--- config.mk ---
export PLATFORM = sky130hd
export DESIGN_NAME = cp0_exc_ctrl
export DESIGN_NICKNAME = d
export VERILOG_FILES = /design/src/rtl/cp0_exc_ctrl_pkg.sv /design/src/rtl/cp0_exc_ctrl_stage_slot.sv /design/src/rtl/cp0_exc_ctrl.sv
export SDC_FILE = /design/constraint.sdc
export NUM_CORES = 1
export LEC_CHECK = 0
export CAP_MARGIN = 10
export CORE_MARGIN = 2
export CORE_UTILIZATION = 44
export CTS_CLUSTER_SIZE = 24
export DETAILED_ROUTE_END_ITERATION = 7
export HOLD_SLACK_MARGIN = 0.15
export PLACE_DENSITY = 0.75
export SYNTH_ARGS = -nofsm -noshare
export SYNTH_HDL_FRONTEND = slang
export SYNTH_SLANG_ARGS = --single-unit
--- constraint.sdc ---
create_clock -name clk -period 1.4 [get_ports clk]
set_input_delay 0.28 -clock clk [delete_from_list [all_inputs] [get_ports clk]]
set_output_delay 0.28 -clock clk [all_outputs]
set_load 0.01 [all_outputs]
--- src/rtl/cp0_exc_ctrl_pkg.sv ---
// Shared definitions for the CP0 exception sequencer: ExcCode values, NPC select
// encodings, sequencer state and the oldest-fault merge rule.
package cp0_exc_ctrl_pkg;

  localparam logic [4:0] EXC_INT     = 5'd0;
  localparam logic [4:0] EXC_ADEL    = 5'd4;
  localparam logic [4:0] EXC_ADES    = 5'd5;
  localparam logic [4:0] EXC_SYSCALL = 5'd8;
  localparam logic [4:0] EXC_RI      = 5'd10;
  localparam logic [4:0] EXC_OV      = 5'd12;

  localparam logic [1:0] NPC_NORMAL  = 2'd0;
  localparam logic [1:0] NPC_HANDLER = 2'd1;
  localparam logic [1:0] NPC_EPC     = 2'd2;

  localparam logic [31:0] DEF_HANDLER_PC = 32'h0000_4180;
  localparam logic [31:0] DEF_RESET_PC   = 32'h0000_3000;

  typedef enum logic {
    RUN  = 1'b0,
    TRAP = 1'b1
  } exc_state_e;

  // A code already carried by an instruction came from an earlier stage, so it wins.
  function automatic logic [4:0] oldestExc(input logic [4:0] carried,
                                           input logic [4:0] detected);
    return (carried != EXC_INT) ? carried : detected;
  endfunction

endpackage

--- src/rtl/cp0_exc_ctrl_stage_slot.sv ---
// One pipeline slot of exception state (pc/bd/exc) with hold, bubble insertion,
// oldest-fault merge and flush-clear.
module exc_stage_slot
  import cp0_exc_ctrl_pkg::*;
#(
  parameter logic [31:0] RESET_PC   = DEF_RESET_PC,
  parameter logic [31:0] HANDLER_PC = DEF_HANDLER_PC
) (
  input  logic        clk,
  input  logic        reset,
  input  logic        clear_i,
  input  logic        hold_i,
  input  logic        bubble_i,
  input  logic [31:0] pc_i,
  input  logic        bd_i,
  input  logic [4:0]  exc_old_i,
  input  logic [4:0]  exc_new_i,
  output logic [31:0] pc_o,
  output logic        bd_o,
  output logic [4:0]  exc_o
);

  logic [31:0] pc_q, pc_d;
  logic        bd_q, bd_d;
  logic [4:0]  exc_q, exc_d;

  // Clear beats hold: a flush must empty the slot even while stalled.
  always_comb begin
    pc_d  = pc_q;
    bd_d  = bd_q;
    exc_d = exc_q;
    if (clear_i) begin
      pc_d  = HANDLER_PC;
      bd_d  = 1'b0;
      exc_d = EXC_INT;
    end else if (!hold_i) begin
      pc_d  = pc_i;
      bd_d  = bd_i;
      exc_d = bubble_i ? EXC_INT : oldestExc(exc_old_i, exc_new_i);
    end
  end

  always_ff @(posedge clk or negedge reset) begin
    if (!reset) begin
      pc_q  <= RESET_PC;
      bd_q  <= 1'b0;
      exc_q <= EXC_INT;
    end else begin
      pc_q  <= pc_d;
      bd_q  <= bd_d;
      exc_q <= exc_d;
    end
  end

  assign pc_o  = pc_q;
  assign bd_o  = bd_q;
  assign exc_o = exc_q;

endmodule

--- src/rtl/cp0_exc_ctrl.sv ---
// Exception/interrupt sequencer: carries the oldest fault from F to M, presents it
// to CP0, and turns IntReq / eret into EXL control, a flush and an NPC redirect.
module cp0_exc_ctrl
  import cp0_exc_ctrl_pkg::*;
#(
  parameter logic [31:0] HANDLER_PC = DEF_HANDLER_PC,
  parameter logic [31:0] RESET_PC   = DEF_RESET_PC
) (
  input  logic        clk,
  input  logic        reset,
  input  logic        stall,
  input  logic [31:0] pc_f,
  input  logic        bd_f,
  input  logic [4:0]  exc_f,
  input  logic [4:0]  exc_d,
  input  logic [4:0]  exc_e,
  input  logic [4:0]  exc_m,
  input  logic        eret_m,
  input  logic        int_req,
  output logic [31:0] cp0_pc,
  output logic        cp0_bd,
  output logic [4:0]  cp0_exc,
  output logic        exl_set,
  output logic        exl_clr,
  output logic        flush,
  output logic [1:0]  npc_sel
);

  exc_state_e state_q, state_d;

  logic        excEn;
  logic        takeTrap, takeEret;
  logic [4:0]  excF, excD, excE, excM;
  logic [31:0] dPc, ePc, mPc;
  logic        dBd, eBd, mBd;
  logic [4:0]  dExc, eExc, mExc;

  // Stage faults and eret only count in RUN; reset also silences the trap port.
  assign excEn    = reset && (state_q == RUN);
  assign excF     = excEn ? exc_f : EXC_INT;
  assign excD     = excEn ? exc_d : EXC_INT;
  assign excE     = excEn ? exc_e : EXC_INT;
  assign excM     = excEn ? exc_m : EXC_INT;
  assign takeTrap = excEn && int_req;
  assign takeEret = excEn && eret_m && !int_req;

  always_comb begin
    state_d = state_q;
    exl_set = 1'b0;
    exl_clr = 1'b0;
    flush   = 1'b0;
    npc_sel = NPC_NORMAL;
    case (state_q)
      RUN: begin
        if (takeTrap) begin
          exl_set = 1'b1;
          flush   = 1'b1;
          npc_sel = NPC_HANDLER;
          state_d = TRAP;
        end else if (takeEret) begin
          exl_clr = 1'b1;
          flush   = 1'b1;
          npc_sel = NPC_EPC;
          state_d = TRAP;
        end
      end
      TRAP:    state_d = RUN;
      default: state_d = RUN;
    endcase
  end

  always_ff @(posedge clk or negedge reset) begin
    if (!reset) begin
      state_q <= RUN;
    end else begin
      state_q <= state_d;
    end
  end

  exc_stage_slot #(.RESET_PC(RESET_PC), .HANDLER_PC(HANDLER_PC)) u_slot_d (
    .clk       (clk),
    .reset     (reset),
    .clear_i   (flush),
    .hold_i    (stall),
    .bubble_i  (1'b0),
    .pc_i      (pc_f),
    .bd_i      (bd_f),
    .exc_old_i (EXC_INT),
    .exc_new_i (excF),
    .pc_o      (dPc),
    .bd_o      (dBd),
    .exc_o     (dExc)
  );

  // A stalled D slot feeds E a bubble that still carries its pc/bd for EPC.
  exc_stage_slot #(.RESET_PC(RESET_PC), .HANDLER_PC(HANDLER_PC)) u_slot_e (
    .clk       (clk),
    .reset     (reset),
    .clear_i   (flush),
    .hold_i    (1'b0),
    .bubble_i  (stall),
    .pc_i      (dPc),
    .bd_i      (dBd),
    .exc_old_i (dExc),
    .exc_new_i (excD),
    .pc_o      (ePc),
    .bd_o      (eBd),
    .exc_o     (eExc)
  );

  exc_stage_slot #(.RESET_PC(RESET_PC), .HANDLER_PC(HANDLER_PC)) u_slot_m (
    .clk       (clk),
    .reset     (reset),
    .clear_i   (flush),
    .hold_i    (1'b0),
    .bubble_i  (1'b0),
    .pc_i      (ePc),
    .bd_i      (eBd),
    .exc_old_i (eExc),
    .exc_new_i (excE),
    .pc_o      (mPc),
    .bd_o      (mBd),
    .exc_o     (mExc)
  );

  assign cp0_pc  = mPc;
  assign cp0_bd  = mBd;
  assign cp0_exc = oldestExc(mExc, excM);

endmodule
==> results.txt, run 1 <==
The flow ran to the end, but the final reports show violations. The checks that failed: negative setup slack. In this run the power density over the cells is 1430 mW/mm². Setup repair after global routing could not meet its margin everywhere. Before antenna repair, the detailed router went through 4 iterations.

After synthesis, the most frequently instantiated cells are sky130_fd_sc_hd__dfrtp_1, sky130_fd_sc_hd__and2_1, sky130_fd_sc_hd__nor2_1. The number of routed nets with antenna violations came out at 0. The minimum clock period is 2.02 ns. The type of destination of the critical path is an output port. Derived from the worst setup path, the maximum achievable clock frequency is 495 MHz. The synthesized netlist net count came out at 376. The peak supply drop is 0.000810 V. At the end of routability-driven placement, the weighted congestion stood at 0.853. The post-synthesis instance area came out at 0.00424 mm².

The top fanout value on the critical path is 3. The final number of max-transition violations came to 0. During synthesis, Yosys emitted a total of 0 warnings. The standard-cell row count came out at 35. The via total after detailed routing is 2865.

The height of the die came out at 102 µm. In this run the horizontal extent of the chip is 102 µm. Of the post-synthesis cell area, the dominant cell type holds 0.644. The number of synthesized register bits is 115. Yosys mapped the design onto 26 distinct sky130hd cell types. The initial antenna violation count is 0. The clock reaches the later pin of the worst-skew pair after 0.50 ns.

After detailed routing, the average wire length per cell comes to 15.9 µm. The detailed placement HPWL is 5350 µm. The ratio of final minimum period to clock period is 1.44.

The count of max-cap constraint violations came out at 0. The initial standard-cell utilization of the core is 0.456. The total design power came out at 9.15 mW. The wire length of the first global-routing pass came out at 14000 µm. The share of post-route cells with drive strength above 1 came out at 0.288. The maximum number of pins on one net before global-route repair is 75.

The number of buffers on the longest clock path came out at 2. For this run, design rule violations remaining after detail routing come to 0. In the synthesized netlist the dominant register cell turns out to be sky130_fd_sc_hd__dfrtp_1. The detail-routed via count per cell came out at 4.71. The required time reported for the critical path endpoint is 1.12 ns. The total wire length came out at 9690 µm. The area of the multi-input gates is 0.00129 mm².

For this run, the post-layout net count is 524. The kind of start point of the critical path is a flip-flop. The core area is 0.00928 mm². The total CTS buffers is 17. After filler insertion, the fill cell instance count of the layout stands at 664. The tree is rooted in a sky130_fd_sc_hd__clkbuf_8.

In the post-route analysis, the smallest setup slack over all paths is -0.620 ns. The count of endpoints failing setup in the final report came out at 125. Ranked by total cell area, the synthesized netlist is headed by sky130_fd_sc_hd__dfrtp_1, sky130_fd_sc_hd__and2_1, sky130_fd_sc_hd__mux2i_1, sky130_fd_sc_hd__dfstp_2, sky130_fd_sc_hd__nor2_1. The worst hold-check path type is in2async. The total number of clock tree sinks came out at 115. The final setup skew is 0.00854 ns. A synthesized cell averages 13.3 µm². The number of antenna diodes is 0.

For this run, asynchronously set or reset flops after synthesis account for 1.00. The post-synthesis sequential area ratio is 0.681. The final instance count without filler cells is 608. sky130_fd_sc_hd__dfrtp_1 is the most common cell in the netlist. The count of input and output buffers is 100. The die outline area is 0.0104 mm². The number of enable flip-flop cells after synthesis is 0. In this run, the number of DRC markers left after iteration 0 of detailed routing was 58. TritonCTS built the clock tree. The total global routing track utilization is 0.181.

Of all cell types, the one taking the most synthesized area is sky130_fd_sc_hd__dfrtp_1. The total instance count after detailed placement is 550. The global route total overflow is 0. The cell leakage power came out at 3.09 nW.

The depth of the CTS H-tree is 4. Relative to the synthesized area, the layout overhead comes to 51.4%. The number of global-route vias before repair came out at 2845.

The data arrival time of the worst path came out at 1.74 ns. The critical path in this run is classified as reg2out. The summed negative setup slack over all endpoints is -32.11 ns. The slew at the pin closest to its max-slew limit is 0.606 ns. The number of top-level pins came out at 101. The total area of sequential cells is 0.00289 mm². The gate count after technology mapping is 318.

The final count of hold timing violations was 0. After clock tree synthesis, the clock-pin slew on the worst setup and hold paths is 0.06 ns. The worst slew slack as a fraction of its limit came out at 0.596.
## routing by layer
| metal | part of all wire | global-route usage | up-vias |
|---|---|---|---|
| li1 | - | - | 1359 |
| met1 | 0.40 | 0.210 | 1414 |
| met2 | 0.54 | 0.313 | 84 |
| met3 | 0.049 | 0.0561 | 8 |
| met4 | 0.012 | 0.0749 | 0 |
| met5 | 0 | 0 | - |
## layout by cell type (no fill, tap or decap), types with 4 or more instances in the layout
cell type,count
sky130_fd_sc_hd__a31o_4,4
sky130_fd_sc_hd__a32o_1,5
sky130_fd_sc_hd__a41oi_1,6
sky130_fd_sc_hd__and2_1,60
sky130_fd_sc_hd__buf_12,6
sky130_fd_sc_hd__buf_2,5
sky130_fd_sc_hd__buf_4,26
sky130_fd_sc_hd__buf_6,18
sky130_fd_sc_hd__clkbuf_16,24
sky130_fd_sc_hd__clkbuf_2,26
sky130_fd_sc_hd__clkdlybuf4s50_1,55
sky130_fd_sc_hd__clkinvlp_4,4
sky130_fd_sc_hd__dfrtp_1,109
sky130_fd_sc_hd__dfstp_2,6
sky130_fd_sc_hd__inv_1,6
sky130_fd_sc_hd__mux2i_1,33
sky130_fd_sc_hd__nand2b_1,6
sky130_fd_sc_hd__nand4b_1,4
sky130_fd_sc_hd__nor2_1,39
## logic make-up (layout without fill, tap and decap cells)
| kind of cell | Yosys count | after routing | share of synthesized area |
|---|---|---|---|
| AO/OA/AOI/OAI | 21 | 21 | 0.0428 |
| flip-flops | 115 | 115 | 0.681 |
| buffers and inverters | 26 | 187 | 0.0295 |
| multiplexers | 33 | 33 | 0.0780 |
| AND/OR/NAND/NOR | 123 | 123 | 0.169 |
## final cells by class
class	instances	area share
Sequential cell	115	0.450
Multi-Input combinational cell	177	0.201
Clock inverter	13	0.0252
Timing Repair Buffer	148	0.228
Tap cell	129	0.0252
Clock buffer	19	0.0658
Inverter	7	0.00449
## where the power goes
group          switching [mW]  leakage [nW]  internal, mW
Sequential              0.103          1.47          3.63
Clock                    1.49         0.274          2.70
Combinational           0.535          1.35         0.688
Total                    2.13          3.09          7.02
## critical path: stages, from the launching register on
cell and delay (ns):
sky130_fd_sc_hd__dfrtp_1 0.38, sky130_fd_sc_hd__or2b_4 0.28, sky130_fd_sc_hd__nor4_4 0.15, sky130_fd_sc_hd__buf_4 0.18
sky130_fd_sc_hd__a31o_4 0.15, sky130_fd_sc_hd__buf_6 0.10
## flip-flops by register name, indices dropped and copies added (netlist names), 5 cells and up
name / count
u_slot_d.exc_o: 5
u_slot_d.pc_o: 32
u_slot_e.exc_o: 5
u_slot_e.pc_o: 32
u_slot_m.exc_o: 5
u_slot_m.pc_o: 32
## path summary, 6_finish.rpt
kind | start | endpoint | cells past startpoint | slack [ns]
worst max-delay path | state_q | cp0_exc[1] | 5 | -0.62
worst min-delay path | reset | state_q | 3 | 0.30
worst max register to register | state_q | u_slot_d.pc_o[22] | 10 | -0.31
worst min register to register | u_slot_e.pc_o[14] | u_slot_m.pc_o[14] | 1 | 0.43
max in group asynchronous | reset | u_slot_d.pc_o[16] | 4 | 0.19
min in group clk | stall | u_slot_d.pc_o[13] | 4 | 0.31
## per-stage QoR
stage / cell area, µm² / hold WS, ns / setup slack [ns] / util
floorplan: 4250 / -0.0156 / 0.0104 / -
global placement: 5490 / 0.187 / -0.485 / 0.592
detailed placement: 5490 / 0.188 / -0.513 / 0.592
CTS: 6300 / 0.275 / -0.670 / 0.678
global route: 6410 / 0.298 / -0.685 / 0.691
finish: 6410 / 0.304 / -0.620 / 0.691
## timing repair
| action | in CTS | in global routing |
|---|---|---|
| pin swaps | 7 | 4 |
| hold buffers | 1 | 0 |
| buffers inserted | 11 | 9 |
| endpoints found under the setup margin | 134 | 217 |
| cloned | 1 | 9 |
| hold endpoints to repair | 82 | 0 |
| gates resized for setup | 140 | 40 |
No activity file was read; power rests on OpenSTA's default activity.
==> run 2, diff against run 1 <==
--- a/config.mk
+++ b/config.mk
@@ -10,8 +10,10 @@
 export CORE_UTILIZATION = 44
 export CTS_CLUSTER_SIZE = 24
 export DETAILED_ROUTE_END_ITERATION = 7
+export GPL_TIMING_DRIVEN = 0
 export HOLD_SLACK_MARGIN = 0.15
 export PLACE_DENSITY = 0.75
+export SKIP_CTS_REPAIR_TIMING = 1
 export SYNTH_ARGS = -nofsm -noshare
 export SYNTH_HDL_FRONTEND = slang
 export SYNTH_SLANG_ARGS = --single-unit
==> run 2 against run 1 <==
  * The flow finishes with violations (negative hold slack, negative setup slack)
  * Non-clock buffer count is 21 lower
  * Setup slack worse by 0.15 ns
  * Register-to-register slack better by 0.23 ns
  * Power is 0.90% lower
  * Cell count is 3.5% lower
  * Via count is 2.0% lower
  * Die area stayed put
==> results.txt, run 2 (synthesized netlist as in run 1, its figures left out) <==
The length of the first detailed-routing pass in iterations is 4 (unchanged). The number of antenna diodes is 0 (unchanged). The worst slew slack as a fraction of its limit is 0.679 (+0.0828). The hold slack came out at -0.382 ns (-0.685 ns). The final routed DRC violation total is 0 (unchanged). The total area of sequential cells came out at 0.00289 mm² (about the same).

The share of post-route cells with drive strength above 1 is 0.199 (-0.0894). The total global routing track utilization came to 0.168 (-0.0131). The ratio of final minimum period to clock period is 1.55 (+0.110).

The startpoint of the worst-slack reg-to-reg timing path is state_q. The met2 track utilization from global routing came out at 0.272 (-0.0410). STA classifies the critical path startpoint as a flip-flop. The power density over the cells is 1450 mW/mm² (+1.6%).

The initial standard-cell utilization of the core came out at 0.456 (unchanged). The starting DRC count in detailed routing came out at 77 (+33%). The wire length of the first global-routing pass is 13000 µm (-7.2%). The maximum number of pins on one net before global-route repair is 79 (+5.3%). The achievable frequency came out at 460 MHz (-7.1%). The met3 usage is 0.0465 (-0.00958). The total CTS buffers came to 17 (unchanged).

The number of nets in the layout came out at 503 (-4.0%). The data arrival time of the worst path is 1.89 ns (+0.15 ns). The clock slew seen by the registers of the worst setup and hold paths came out at 0.06 ns (about the same).

The top fanout value on the critical path is 3 (unchanged). The endpoint identified for the worst register-to-register timing path is u_slot_e.exc_o[4]. The required time reported for the critical path endpoint was 1.12 ns (about the same). Setup repair after global routing could not meet its margin everywhere. The cell leakage power was 3.33 nW (+7.9%). The total number of clock tree sinks came out at 115 (unchanged). The met1 routing resource usage after global routing came out at 0.206 (-0.00429).

The run finished, with violations left. The number of top-level pins is 101 (unchanged). The area growth from synthesis to final layout is 47.6%. The detailed placement HPWL is 5470 µm (+2.4%). The count of endpoints failing setup in the final report is 50 (-60%). The setup path with the least slack is of type reg2out. The clock tree from TritonCTS is yes. In the layout the commonest cells are sky130_fd_sc_hd__dfrtp_1, sky130_fd_sc_hd__and2_1, sky130_fd_sc_hd__clkdlybuf4s50_1. The total wire length is 8420 µm (-13%). The worst-case setup margin in the final layout was -0.774 ns (-0.154 ns). The core area came out at 0.00928 mm² (unchanged). The type of destination of the critical path is an output port.

The count of max-cap constraint violations is 0 (unchanged). The depth of the most critical reg-to-reg path came to 4 (-6). The number of buffers on the longest clock path is 2 (unchanged). The area of the multi-input gates came to 0.00126 mm² (-1.9%). The final count of hold timing violations is 112 (+112). The number of global-route vias before repair came out at 2698 (-5.2%). The detail-routed via count per cell came out at 4.78 (+1.5%). The number of fill cells in the layout is 699 (+5.3%). The worst hold-check path type is in2async.

The final number of max-transition violations came out at 0 (unchanged). The height of the die came out at 102 µm (unchanged). The die outline area came out at 0.0104 mm² (unchanged).

The summed negative setup slack over all endpoints came to -6.69 ns (+25.42 ns). The final weighted congestion in routability-driven placement came out at 0.867 (+1.7%). The peak supply drop is 0.000838 V (+3.5%). The minimum clock period is 2.17 ns (+0.154 ns). The wire length per cell is 14.3 µm (-10%). The critical path goes through or2b_4 > nor4_4 > buf_4 > a31o_4 > buf_6.

The library cell used most frequently in the layout, excluding fill and tap cells, is sky130_fd_sc_hd__dfrtp_1. The root buffer cell chosen for the clock tree is sky130_fd_sc_hd__clkbuf_8. The via total after detailed routing was 2808 (-2.0%). The worst setup slack for register-to-register paths came out at -0.08 ns (+0.23 ns). The final reports fail on negative hold slack, negative setup slack. The initial antenna violation count is 0 (unchanged). The depth of the CTS H-tree came to 4 (unchanged). The slew at the pin closest to its max-slew limit came out at 0.481 ns (-0.125 ns). The slowest stage of the critical path belongs to the cell sky130_fd_sc_hd__dfrtp_2. The delay contributed by the slowest stage of the critical path was 0.41 ns (+0.03 ns). The global route total overflow was 0 (unchanged).

The number of routed nets with antenna violations came out at 0 (unchanged). The width of the chip came out at 102 µm (unchanged). The final setup skew came to 0.00842 ns (-0.000119 ns). The standard-cell row count is 35 (unchanged). The highest-utilization routing layer at the global route stage is met2.

The source-to-sink clock delay at the later pin of the worst-skew pair is 0.51 ns (about the same). The count of input and output buffers came to 99 (-1.0%).
==> run 2: per-layer routing <==
| metal | up-vias | part of all wire | wire length [µm] |
|---|---|---|---|
| li1 | 1311 | - | - |
| met1 | 1394 | 0.42 | 3580 |
| met2 | 82 | 0.50 | 4220 |
| met3 | 21 | 0.048 | 408 |
| met4 | 0 | 0.026 | 220 |
| met5 | - | 0 | 0 |
==> run 2: critical path: cells and delay by family, from the launching register on <==
family | cells | cell delay, ns
compound gates | 1 | 0.14
flops | 1 | 0.41
buf+inv | 2 | 0.27
simple gates | 2 | 0.58
==> run 2: metrics by stage <==
step / power [mW] / util / setup slack, ns / instance area (µm²) / instances
after detailed placement: 4.80 / 0.585 / -1.39 / 5430 / 547
after global routing: 9.44 / 0.673 / -0.838 / 6250 / 587
after floorplan: 4.23 / - / 0.0104 / 4250 / 318
after CTS: 9.09 / 0.649 / -1.39 / 6030 / 579
after global placement: 4.76 / 0.582 / -5.09 / 5400 / 546
final: 9.06 / 0.673 / -0.774 / 6250 / 587
==> run 2: how the worst max path moves through the flow <==
stage,startpoint,endpoint,slack [ns],cells past startpoint
after CTS,reset,flush,-1.39,7
after global placement,reset,flush,-5.09,6
after detailed placement,reset,flush,-1.39,7
after global routing,state_q,cp0_exc[2],-0.84,5
after floorplan,state_q,cp0_exc[0],0.01,3
final,state_q,cp0_exc[2],-0.77,5
==> run 2: report_power, final <==
group          switching, mW  internal (mW)  total [mW]
combinational          0.459          0.588        1.05
clock                   1.48           2.80        4.28
sequential             0.107           3.63        3.74
==> run 2: final cells by class <==
class | instances | share of cell area
Clock inverter | 12 | 0.0246
Tap cell | 129 | 0.0258
Timing Repair Buffer | 108 | 0.188
Multi-Input combinational cell | 177 | 0.202
Buffer | 19 | 0.0218
Clock buffer | 20 | 0.0712
Sequential cell | 115 | 0.462
Inverter | 7 | 0.00420
